--- config.mk ---
export PLATFORM = sky130hd
export DESIGN_NAME = inst_loader
export DESIGN_NICKNAME = d
export VERILOG_FILES = /design/src/rtl/inst_loader_pkg.sv /design/src/rtl/inst_loader_byte_packer.sv /design/src/rtl/inst_loader.sv
export SDC_FILE = /design/constraint.sdc
export NUM_CORES = 1
export LEC_CHECK = 0
export ABC_AREA = 1
export CAP_MARGIN = 0
export CORE_MARGIN = 4
export CORE_UTILIZATION = 25
export DETAILED_ROUTE_END_ITERATION = 10
export GPL_ROUTABILITY_DRIVEN = 0
export PLACE_DENSITY = 0.49
export SYNTH_ARGS = -nofsm -noshare
export SYNTH_HDL_FRONTEND = slang
export SYNTH_SLANG_ARGS = --single-unit
--- constraint.sdc ---
create_clock -name clock -period 2 [get_ports clock]
set_input_delay 0.3 -clock clock [delete_from_list [all_inputs] [get_ports clock]]
set_output_delay 0.3 -clock clock [all_outputs]
set_load 0.005 [all_outputs]
--- src/rtl/inst_loader_pkg.sv ---
// Shared types and constants for the boot-time instruction loader.
// The CSUM state exists only when INST_LOADER_CHECKSUM_EN is defined.
package inst_loader_pkg;

  localparam int BYTES_PER_WORD = 4;
  localparam int LEN_W          = 16;

  typedef enum logic [2:0] {
    S_IDLE,
    S_LEN_LO,
    S_LEN_HI,
    S_DATA,
    S_DONE,
    S_ERROR
`ifdef INST_LOADER_CHECKSUM_EN
    , S_CSUM
`endif
  } state_e;

  function automatic int max_words(input int mem_bytes);
    return mem_bytes / BYTES_PER_WORD;
  endfunction

endpackage

--- src/rtl/inst_loader_byte_packer.sv ---
// Assembles little-endian bytes into 32-bit words; word_valid_o flags the byte
// that completes a word, with word_o holding the full word in that same cycle.
module inst_loader_byte_packer (
  input  logic        clock,
  input  logic        reset,
  input  logic        clear_i,
  input  logic        byte_valid_i,
  input  logic [7:0]  byte_i,
  output logic        word_valid_o,
  output logic [31:0] word_o
);

  logic [1:0]  cnt_q;
  logic [23:0] sr_q;

  always_ff @(posedge clock or negedge reset) begin
    if (!reset) begin
      cnt_q <= '0;
      sr_q  <= '0;
    end else if (clear_i) begin
      cnt_q <= '0;
      sr_q  <= '0;
    end else if (byte_valid_i) begin
      cnt_q <= cnt_q + 2'd1;
      // Newest byte enters at the top so the first byte ends up in [7:0].
      sr_q  <= {byte_i, sr_q[23:8]};
    end
  end

  assign word_valid_o = byte_valid_i && !clear_i && (cnt_q == 2'd3);
  assign word_o       = {byte_i, sr_q};

endmodule

--- src/rtl/inst_loader.sv ---
// Boot loader: length-prefixed byte stream -> sequential instruction memory writes.
// Define INST_LOADER_CHECKSUM_EN to require a trailing XOR checksum byte.
module inst_loader
  import inst_loader_pkg::*;
#(
  parameter int PC_SIZE       = 32,
  parameter int INST_MEM_SIZE = 1024
) (
  input  logic               clock,
  input  logic               reset,
  input  logic               start,
  input  logic [7:0]         rx_data,
  input  logic               rx_valid,
  output logic               rx_ready,
  output logic               mem_we,
  output logic [PC_SIZE-1:0] mem_addr,
  output logic [31:0]        mem_wdata,
  output logic               core_run,
  output logic               busy,
  output logic               error,
  output logic [LEN_W-1:0]   words_loaded
);

  state_e             state_q, state_d;
  logic [LEN_W-1:0]   len_q;
  logic [LEN_W-1:0]   words_loaded_q;
  logic               mem_we_q;
  logic [PC_SIZE-1:0] mem_addr_q;
  logic [31:0]        mem_wdata_q;
  logic               core_run_q;
`ifdef INST_LOADER_CHECKSUM_EN
  logic [7:0]         csum_q;
`endif

  logic             accept;
  logic             start_ok;
  logic [LEN_W-1:0] len_full;
  logic             last_word;
  logic             word_valid;
  logic [31:0]      word;

  assign accept    = rx_valid && rx_ready;
  assign start_ok  = start && (state_q == S_IDLE || state_q == S_DONE || state_q == S_ERROR);
  assign len_full  = {rx_data, len_q[7:0]};
  assign last_word = ((words_loaded_q + 16'd1) == len_q);

  inst_loader_byte_packer u_packer (
    .clock        (clock),
    .reset        (reset),
    .clear_i      (start_ok),
    .byte_valid_i (accept && (state_q == S_DATA)),
    .byte_i       (rx_data),
    .word_valid_o (word_valid),
    .word_o       (word)
  );

  always_ff @(posedge clock or negedge reset) begin
    if (!reset) state_q <= S_IDLE;
    else        state_q <= state_d;
  end

  always_comb begin
    state_d = state_q;
    case (state_q)
      S_IDLE, S_DONE, S_ERROR: if (start) state_d = S_LEN_LO;
      S_LEN_LO: if (accept) state_d = S_LEN_HI;
      S_LEN_HI: begin
        if (accept) begin
          if (len_full == '0) begin
`ifdef INST_LOADER_CHECKSUM_EN
            state_d = S_CSUM;
`else
            state_d = S_DONE;
`endif
          end else if ({16'd0, len_full} > 32'(max_words(INST_MEM_SIZE))) begin
            state_d = S_ERROR;
          end else begin
            state_d = S_DATA;
          end
        end
      end
      S_DATA: begin
        if (word_valid && last_word) begin
`ifdef INST_LOADER_CHECKSUM_EN
          state_d = S_CSUM;
`else
          state_d = S_DONE;
`endif
        end
      end
`ifdef INST_LOADER_CHECKSUM_EN
      S_CSUM: if (accept) state_d = (rx_data == csum_q) ? S_DONE : S_ERROR;
`endif
      default: state_d = S_IDLE;
    endcase
  end

  always_comb begin
    rx_ready = 1'b0;
    busy     = 1'b0;
    error    = 1'b0;
    case (state_q)
      S_LEN_LO, S_LEN_HI, S_DATA: begin
        rx_ready = 1'b1;
        busy     = 1'b1;
      end
`ifdef INST_LOADER_CHECKSUM_EN
      S_CSUM: begin
        rx_ready = 1'b1;
        busy     = 1'b1;
      end
`endif
      S_ERROR: error = 1'b1;
      default: ;
    endcase
  end

  always_ff @(posedge clock or negedge reset) begin
    if (!reset) begin
      len_q          <= '0;
      words_loaded_q <= '0;
      mem_we_q       <= 1'b0;
      mem_addr_q     <= '0;
      mem_wdata_q    <= '0;
      core_run_q     <= 1'b0;
`ifdef INST_LOADER_CHECKSUM_EN
      csum_q         <= '0;
`endif
    end else begin
      mem_we_q <= word_valid;
      if (start_ok) begin
        len_q          <= '0;
        words_loaded_q <= '0;
        core_run_q     <= 1'b0;
`ifdef INST_LOADER_CHECKSUM_EN
        csum_q         <= '0;
`endif
      end else begin
        if (accept && state_q == S_LEN_LO) len_q[7:0]  <= rx_data;
        if (accept && state_q == S_LEN_HI) len_q[15:8] <= rx_data;
        // Address is captured from the pre-increment count in the same edge.
        if (word_valid) begin
          mem_addr_q     <= PC_SIZE'({words_loaded_q, 2'b00});
          mem_wdata_q    <= word;
          words_loaded_q <= words_loaded_q + 16'd1;
        end
`ifdef INST_LOADER_CHECKSUM_EN
        if (accept && state_q == S_DATA) csum_q <= csum_q ^ rx_data;
`endif
        core_run_q <= (state_q == S_DONE);
      end
    end
  end

  assign mem_we       = mem_we_q;
  assign mem_addr     = mem_addr_q;
  assign mem_wdata    = mem_wdata_q;
  assign core_run     = core_run_q;
  assign words_loaded = words_loaded_q;

endmodule

After elaboration in Yosys (flattened, before gate mapping)
Cells that the tools add are included.
W data, S select, Z words.
{"block": "classes", "addsub": 2, "muxes": 19, "reduce_logical": 21, "shifts": 0, "n_lt_le_gt_ge": 1, "bitwise": 1, "multipliers": 0, "div_mod_pow": 0, "n_eq_ne": 11}
{"op": "$mux W16", "count": 3}
{"op": "$mux W24", "count": 2}
{"op": "$mux W3", "count": 6}
{"op": "$add A16 B1 Y16 const B", "count": 1}
{"op": "$eq A16 B16 Y1", "count": 1}
{"op": "$gt A16 B9 Y1 const B", "count": 1}
{"op": "$logic_not A16 Y1", "count": 1}
{"op": "$mux W8", "count": 2}
{"op": "$pmux W3 S4", "count": 1}
{"op": "$logic_and A1 B1 Y1", "count": 8}
{"op": "$reduce_bool A2 Y1", "count": 4}
{"op": "$eq A3 B2 Y1 const B", "count": 2}
{"op": "$eq A3 B3 Y1 const B", "count": 2}
{"op": "$ne A2 B2 Y1 const B", "count": 3}
{"op": "$reduce_or A3 Y1", "count": 2}
{"op": "$mux W2", "count": 2}
{"op": "$reduce_and A4 Y1", "count": 1}
{"op": "$eq A3 B1 Y1 const B", "count": 1}
{"op": "$logic_not A3 Y1", "count": 1}
{"op": "$mux W1", "count": 3}
{"op": "$add A2 B1 Y2 const B", "count": 1}
{"op": "$eq A2 B2 Y1 const B", "count": 1}
{"op": "$logic_or A1 B1 Y1", "count": 2}
{"op": "$ne A2 B1 Y1 const B", "count": 1}
{"op": "3 further kinds", "count": 3}
{"block": "totals", "mem_bits_rw": 0, "latch_bits": 0, "mem_count": 0, "output_inout_bits": 85, "romBits": 0, "inputBits": 12, "regBits": 111, "wordCells": 65}

Logic depth before layout (Yosys ltp)
Gate-level depths: netlist of run 1.
{"block": "depth", "depth_word": 10, "mapped_depth": 15, "ltp_nobuf": 15}

Cells and area by module
Synthesis of run 1 repeated with hierarchy kept, for this count alone.
{"block": "hier_totals", "hier_cells": 648, "area_unflattened_um2": 5322.6}
{"mod": "inst_loader", "area_each_um2": 4195.3, "seq_area_each_um2": 2127.0, "instances": 1, "cells_each": 524}
{"mod": "inst_loader_byte_packer", "area_each_um2": 1127.3, "seq_area_each_um2": 650.6, "instances": 1, "cells_each": 124}

Worst setup path after synthesis of run 1
No wires, ideal clock.
{"block": "synth_timing", "kind": "reg-to-reg", "from": "reg words_loaded_q[0] (netlist: words_loaded[0])", "to": "reg state_q[0]", "arrival_time_ns": 1.648, "path_stages_with_launch": 14, "path_buffers": 0, "required_ns": 1.883, "period_less_slack_ns": 1.764, "slack_ns": 0.236, "setup_ns": 0.117, "path_cell_list": "dfrtp_1 ha_1 nand2_1 nand2_1 xor2_1 nand2_1 a21oi_1 nand2_1 nor2_1 nand3_1 nand2_2 nand2_2 nand2_1 nand2_1"}
{"block": "synth_via", "elab_chain_len": 5}
{"item": "start, declared", "line_no": "inst_loader.sv:26", "source": "logic [LEN_W-1:0] words_loaded_q;"}
{"item": "start signal, assigned", "line_no": "inst_loader.sv:145", "source": "words_loaded_q <= words_loaded_q + 16'd1;"}
{"item": "$add A16 B1 Y16", "line_no": "inst_loader.sv:45", "source": "assign last_word = ((words_loaded_q + 16'd1) == len_q);"}
{"item": "$eq A16 B16 Y1", "line_no": "inst_loader.sv:45"}
{"item": "$logic_and A1 B1 Y1", "line_no": "inst_loader.sv:83", "source": "if (word_valid && last_word) begin"}
{"item": "$ne A2 B1 Y1 (no source line)"}
{"item": "$reduce_and A4 Y1 (no source line)"}
{"item": "end signal, assigned", "line_no": "inst_loader.sv:59", "source": "else state_q <= state_d;"}
{"item": "end, declared", "line_no": "inst_loader.sv:24", "source": "state_e state_q, state_d;"}
Every way passes these cells.
A chain may end at the register's enable or synchronous reset.

Worst setup path after layout of run 1
{"block": "layout_timing", "from": "reg words_loaded_q[1] (netlist: words_loaded[1])", "to": "reg state_q[2]"}
The elaborated chain is that of the path after synthesis.

==> flow_summary.json, run 1 <==
{
  "cts_tree": "built",
  "ioPinCount": 97,
  "fin_cells": 979,
  "synthesis.area_um2": 5080,
  "wl_per_cell_um": 14.4,
  "r2r_slack_ns": 0.06,
  "highest_layer": "met4",
  "ys_seq_area_share_pct": 54.7,
  "drtAntennaViolNets": 0,
  "synth_seq_cells": 111,
  "synthesis.instances": 604,
  "slowest_stage": "dfrtp_1",
  "hold_viol_final": 0,
  "layout_commonest_cell": "nand2_1",
  "drc": 0,
  "dr_total_vias": 4208,
  "maxCapViolCount": 0,
  "grt_use_total_pct": 12.9,
  "fin_setup_tns_ns": 0,
  "synth_warnings": 0,
  "numClockSinks": 111,
  "worstPathCellList": "ha_4, nand2_8, nor2_4, nand3_1, nand3_1, nand2_2, nor2_4, nand3_2, nor2_2, nand3_2, nand2_2, nand2_2, nand2_1, nand2_1",
  "die_y_um": 151,
  "fin_skew_ns": 0.00872,
  "cp_data_arrival_time_ns": 2.19,
  "detail_route.vias_per_cell": 4.30,
  "hpwl_mm": 10.1,
  "antenna_found_initial": 0,
  "drv_slew": 0,
  "fmax_mhz": 516,
  "fp-row-count": 51,
  "synth_cell_types": 28,
  "dieArea_um2": 22700,
  "cpMostUsedCell": "nand2_2",
  "power_density_nw_per_um2": 904,
  "cpLargestDelayFamily": "simple AND/OR/NAND/NOR gates",
  "htreeDepth": 3,
  "cts_root_buf": "clkbuf_16",
  "die_width_um": 151,
  "status": "finished, final reports clean",
  "grt_pass1_wl_mm": 22.6,
  "mostFrequentLayoutCells": "nand2_1, dfrtp_1, inv_1",
  "async_flop_share_pct": 100,
  "slew_headroom_pct": 65.2,
  "dr_wl_met3_um": 605,
  "grt_start_max_net_pins": 77,
  "cp_num_buf_inv": 0,
  "peakVddDrop_uv": 460,
  "io_buffers": 80,
  "place_inst": 956,
  "cts_made_buffers": 9,
  "wirelength_mm": 14.1,
  "clockBufferDepth": 2,
  "critPathCaptureType": "flip-flop",
  "syn_to_final_growth_pct": 35.1,
  "firstDrtPassIters": 4,
  "tightest_slew_ns": 0.523,
  "critPathKind": "reg -> reg",
  "cp_max_fo": 5,
  "rsz0062_at_grt": "yes",
  "synth_edf_count": 0,
  "finalSetupViolCount": 0,
  "core_area_um2": 19700,
  "start_util_pct": 25.8,
  "slowest_delay_ns": 0.41,
  "grt-ovfl-total": 0,
  "dr.first_iter.drc_count": 289,
  "cts.clk_slew.worst_paths_ns": 0.07,
  "p_leak_nw": 3.13,
  "start_kind": "flip-flop",
  "synth.avg_cell_area_um2": 8.41,
  "wl_met2_mm": 6.39,
  "cp.required_ns": 2.25,
  "drive_above_1_share_pct": 13.9,
  "period_minus_slack_ns": 1.94,
  "hold_path.class": "in -> async",
  "ys.flop_type": "dfrtp_1",
  "clk_latency_ns": 0.36,
  "grt_pass1_vias": 4102,
  "m1WireLength_mm": 6.84,
  "layout.nets": 723,
  "diodes": 0,
  "post-route-period-util_pct": 96.9
}
==> kinds of logic after synthesis <==
family                     after synthesis  share of synthesized area, %
buffers and inverters                  121                          10.3
other                                    1                        0.0738
DFF                                    111                          54.7
and+or+nand+nor                        253                          21.4
AOI/OAI and AO/OA                      112                          12.0
xor gates and xnor gates                 4                          1.03
adders and majority gates                2                         0.493
==> through the flow <==
stage / area, um^2 / power (mW) / util, % / hold slack [ns] / setup WS (ns)
2_1_floorplan: 5140 / 3.67 / - / 0.00441 / 0.236
3_3_place_gp: 6350 / 4.32 / 32.2 / 0.318 / -0.0626
3_5_place_dp: 6350 / 4.31 / 32.2 / 0.313 / -0.0932
4_1_cts: 6690 / 6.20 / 33.9 / 0.459 / 0.00705
5_1_grt: 6860 / 6.62 / 34.8 / 0.502 / -0.103
6_report: 6860 / 6.21 / 34.8 / 0.449 / 0.0610
==> layout make-up <==
class / count / area [um^2]
Tap cell: 265 / 332
Timing Repair Buffer: 116 / 1150
Fill cell: 2053 / 12900
Sequential cell: 111 / 2780
Clock inverter: 4 / 52.6
Multi-Input combinational cell: 388 / 1980
Clock buffer: 12 / 246
Inverter: 83 / 314
==> final timing paths <==
| kind | from | cells after the start | end |
|---|---|---|---|
| worst max-delay path | words_loaded[1]$_DFFE_PN0P_ | 14 | state_q[2]$_DFFE_PN0P_ |
| worst min-delay path | reset | 2 | mem_wdata[7]$_DFFE_PN0P_ |
| worst min register to register | mem_wdata[0]$_DFFE_PN0P_ | 2 | mem_wdata[0]$_DFFE_PN0P_ |
| worst max register to register | words_loaded[1]$_DFFE_PN0P_ | 14 | state_q[2]$_DFFE_PN0P_ |
| min in group clock | mem_wdata[0]$_DFFE_PN0P_ | 2 | mem_wdata[0]$_DFFE_PN0P_ |
| max in group asynchronous | reset | 3 | words_loaded[7]$_DFFE_PN0P_ |
==> timing repair <==
item,4_1_cts,5_1_grt
hold buffers,1,0
gates resized for setup,8,38
hold endpoints to repair,36,0
setup buffers,0,5
endpoints found under the setup margin,4,3
gates cloned,1,0
pin swaps,1,17
==> sequential cells by signal (all words and copies together), names as in the netlist <==
register,flops
words_loaded,16
mem_addr,16
mem_wdata,32
mem_we,1
state_q,3
core_run,1
len_q,16
u_packer.cnt_q,2
u_packer.sr_q,24
==> layer usage <==
layer	up-vias	GRT usage, %
li1	2125	-
met2	77	19.3
met4	0	5.31
met1	1989	18.3
met3	17	2.38
met5	-	0
==> where the power goes <==
| part | total [mW] | leakage, nW | switching [mW] | internal [mW] |
|---|---|---|---|---|
| Clock | 1.87 | 0.147 | 0.853 | 1.01 |
| Combinational | 1.65 | 1.47 | 1.01 | 0.643 |
| Sequential | 2.69 | 1.51 | 0.157 | 2.53 |
==> Yosys cell counts (all sizes together), types with 3 or more instances <==
master / count / area [um^2]
nand2: 180 / 698
dfrtp: 111 / 2780
inv: 83 / 312
o21ai: 78 / 394
nand3: 41 / 205
o22ai: 27 / 169
buf: 23 / 158
nor2: 21 / 118
clkbuf: 15 / 56.3
nand4: 7 / 43.8
xor2: 3 / 26.3
No activity file was read; power rests on OpenSTA's default activity.
==> inputs of run 2 (changes only) <==
--- a/config.mk
+++ b/config.mk
@@ -12,6 +12,7 @@
 export DETAILED_ROUTE_END_ITERATION = 10
 export GPL_ROUTABILITY_DRIVEN = 0
 export PLACE_DENSITY = 0.49
+export SLEW_MARGIN = 20
 export SYNTH_ARGS = -nofsm -noshare
 export SYNTH_HDL_FRONTEND = slang
 export SYNTH_SLANG_ARGS = --single-unit
==> results of run 2 <==
Final layout, timing and power as in run 1 (identical DEF).
==> inputs of run 3 (changes only) <==
--- a/config.mk
+++ b/config.mk
@@ -7,12 +7,15 @@
 export LEC_CHECK = 0
 export ABC_AREA = 1
 export CAP_MARGIN = 0
+export CELL_PAD_IN_SITES_DETAIL_PLACEMENT = 0
+export CELL_PAD_IN_SITES_GLOBAL_PLACEMENT = 2
 export CORE_MARGIN = 4
 export CORE_UTILIZATION = 25
 export DETAILED_ROUTE_END_ITERATION = 10
 export GPL_ROUTABILITY_DRIVEN = 0
-export PLACE_DENSITY = 0.49
+export PLACE_DENSITY = 0.72
 export SLEW_MARGIN = 20
 export SYNTH_ARGS = -nofsm -noshare
 export SYNTH_HDL_FRONTEND = slang
+export SYNTH_HIERARCHICAL = 1
 export SYNTH_SLANG_ARGS = --single-unit
==> run 3 against run 2 <==
The run now ends with setup timing left. Register-to-register slack worse by 0.11 ns. Sequential power hardly changed. Sequential share of layout area is 3.3 points lower. Area after synthesis is 4.8% higher. Synthesized cell count is 7.3% higher. Count of clock-buffer cells in the layout stayed put. Total power is 3.2% higher. Flip-flop and latch count stayed put. Die area is 4.5% higher. First-iteration DRC count is 4.5% higher.
==> flow_summary.json, run 3 <==
{
  "clockBufferDepth": 2,
  "finalSetupViolCount": 5,
  "maxCapViolCount": 0,
  "cts.clk_slew.worst_paths_ns": 0.08,
  "syn_to_final_growth_pct": 40.2,
  "synthesis.instances": 648,
  "place_inst": 1021,
  "grt_pass1_vias": 4436,
  "dr_total_vias": 4641,
  "antenna_found_initial": 0,
  "rsz0062_at_grt": "yes",
  "grt-ovfl-total": 0,
  "die_width_um": 154,
  "clk_latency_ns": 0.36,
  "cp_max_fo": 3,
  "cellInternalPower_mw": 4.34,
  "place_ws_ns": -0.329,
  "async_flop_share_pct": 100,
  "netlist_top_cells_count": "nand2_1, dfrtp_1, nand3_1, o21ai_0, inv_1",
  "fillers": 2217,
  "firstDrtPassIters": 5,
  "synth.avg_cell_area_um2": 8.21,
  "layout_commonest_cell": "nand2_1",
  "wl_per_cell_um": 15.3,
  "status": "finished with violations",
  "start_util_pct": 25.4,
  "hold_viol_final": 0,
  "setup_slack_ns": -0.0513,
  "clockPowerShare_pct": 31.7,
  "ioPinCount": 97,
  "synthMostInstantiatedCell": "nand2_1",
  "synth_edf_count": 0,
  "synth_cell_types": 32,
  "tightest_slew_ns": 0.589,
  "synth_warnings": 6,
  "r2r_slack_ns": -0.05,
  "multi_input_area_um2": 2240,
  "die_y_um": 154,
  "layout.nets": 792,
  "reg2reg_depth": 17,
  "stdcell_area_um2": 7460,
  "numClockSinks": 111,
  "htreeDepth": 3,
  "cp_data_arrival_time_ns": 1.75,
  "dpl_cell_area_um2": 6620,
  "grt_start_max_net_pins": 39,
  "largest_register_ffs": 32,
  "dieArea_um2": 23700,
  "drive_above_1_share_pct": 19.7,
  "hpwl_mm": 11.1,
  "cts_made_buffers": 9,
  "post-route-period-util_pct": 103,
  "violations": "setup timing",
  "synthesis.area_um2": 5320,
  "synth_top_area_cell": "dfrtp_1",
  "fmax_mhz": 488,
  "fin_skew_ns": 0.00944,
  "drtAntennaViolNets": 0,
  "cts_tree": "built",
  "ys_seq_area_share_pct": 52.2,
  "dr.first_iter.drc_count": 302,
  "period_minus_slack_ns": 2.05,
  "switching_power_mw": 2.06,
  "final_util_pct": 35.6,
  "synthTopCellsByArea": "dfrtp_1, nand2_1, nand3_1, buf_4, o21ai_0",
  "grt_use_total_pct": 13.0,
  "start_kind": "flip-flop",
  "ys.flop_type": "dfrtp_1",
  "core_area_um2": 21000,
  "cts_root_buf": "clkbuf_16",
  "grt_pass1_wl_mm": 24.6,
  "comb_power_share_pct": 26.3,
  "diodes": 0,
  "detail_route.vias_per_cell": 4.39,
  "fp-row-count": 53,
  "critPathKind": "reg -> out",
  "hold_path.class": "in -> async",
  "power_density_nw_per_um2": 859,
  "rr_startpoint": "state_q[1]$_DFFE_PN0P_",
  "fin_total_pwr_mw": 6.41,
  "wirelength_mm": 16.2,
  "synth_seq_cells": 111,
  "p_leak_nw": 3.61,
  "cp.required_ns": 1.70,
  "peakVddDrop_uv": 337,
  "hold_ws_ns": 0.427,
  "io_buffers": 80,
  "fin_cells": 1058,
  "drv_slew": 0,
  "slew_headroom_pct": 60.6,
  "synth_top_cell_area_share_pct": 52.2,
  "r2r_end": "state_q[2]$_DFFE_PN0P_",
  "seq_power_share_pct": 42.0,
  "drc": 0,
  "critPathCaptureType": "output pin",
  "swShare_pct": 32.2,
  "fin_setup_tns_ns": -0.148,
  "seqCellArea_um2": 2780,
  "mostFrequentLayoutCells": "nand2_1, dfrtp_1, clkdlybuf4s50_1"
}
==> run 3: cell count changes in the layout (fill, tap and decap cells not counted), moves of 8 or more <==
cell       previous run  this run
buf_4                28        49
clkbuf_16             9        17
inv_1                80        40
nand2_1             163       232
nand2_2              15        30
nand3_1              33        56
nor2_1                9        21
o21ai_0              74        25
o21ai_1               3        14
o22ai_1              27        10
==> run 3: area by class of cell <==
cell class                      count  area share [%]
Clock inverter                      4            1.02
Tap cell                          275            4.61
Multi-Input combinational cell    460            30.0
Sequential cell                   111            37.3
Timing Repair inverter              1          0.0839
Timing Repair Buffer              149            21.2
Inverter                           46            2.45
Clock buffer                       12            3.44
==> run 3: worst max-delay path: stages, from the launching register on <==
cell             delay (ns)
dfrtp_1                0.40
buf_4                  0.15
nor2_1                 0.20
buf_4                  0.16
nor2_2                 0.04
clkdlybuf4s50_1        0.44
==> run 3: logic make-up after synthesis <==
logic type               after synthesis  synth area share, %
AND/OR/NAND/NOR                      376                 30.2
XOR/XNOR                               5                 1.15
flip-flops                           111                 52.2
adder cells (fa/ha/maj)                2                0.470
other                                  1               0.0705
buffers and inverters                 92                 9.66
AO/OA/AOI/OAI                         61                 6.30
==> run 3: worst max path at each step <==
stage / start / end / slack, ns / cells past startpoint
after detailed placement: rx_valid / state_q[0]$_DFFE_PN0P_ / -0.33 / 15
after CTS: state_q[0]$_DFFE_PN0P_ / state_q[0]$_DFFE_PN0P_ / -0.08 / 18
after floorplan: state_q[0]$_DFFE_PN0P_ / state_q[0]$_DFFE_PN0P_ / -0.09 / 17
final: state_q[0]$_DFFE_PN0P_ / busy / -0.05 / 5
after global placement: rx_valid / state_q[0]$_DFFE_PN0P_ / -0.28 / 15
after global routing: state_q[1]$_DFFE_PN0P_ / state_q[2]$_DFFE_PN0P_ / -0.23 / 17
==> run 3: metal layers <==
layer / track usage, % / part of all wire, %
met4: 4.67 / 2.1
met5: 0 / 0
met1: 18.9 / 50
met3: 2.79 / 4.6
met2: 18.9 / 43
==> run 3: timing repair <==
item	in CTS	in global routing
endpoints found under the hold margin	30	0
endpoints found under the setup margin	53	65
resized for setup	9	71
pin swaps	7	10
hold buffers	1	0
cloned	0	11
buffers inserted	3	6
==> run 3: power groups by stage <==
stage,Combinational (mW),Sequential (mW),Clock [mW]
6_report,1.69,2.69,2.03
5_1_grt,1.91,2.72,2.19
4_1_cts,1.65,2.69,2.09
3_5_place_dp,1.62,2.73,0
3_3_place_gp,1.61,2.73,0
2_1_floorplan,1.06,2.65,0
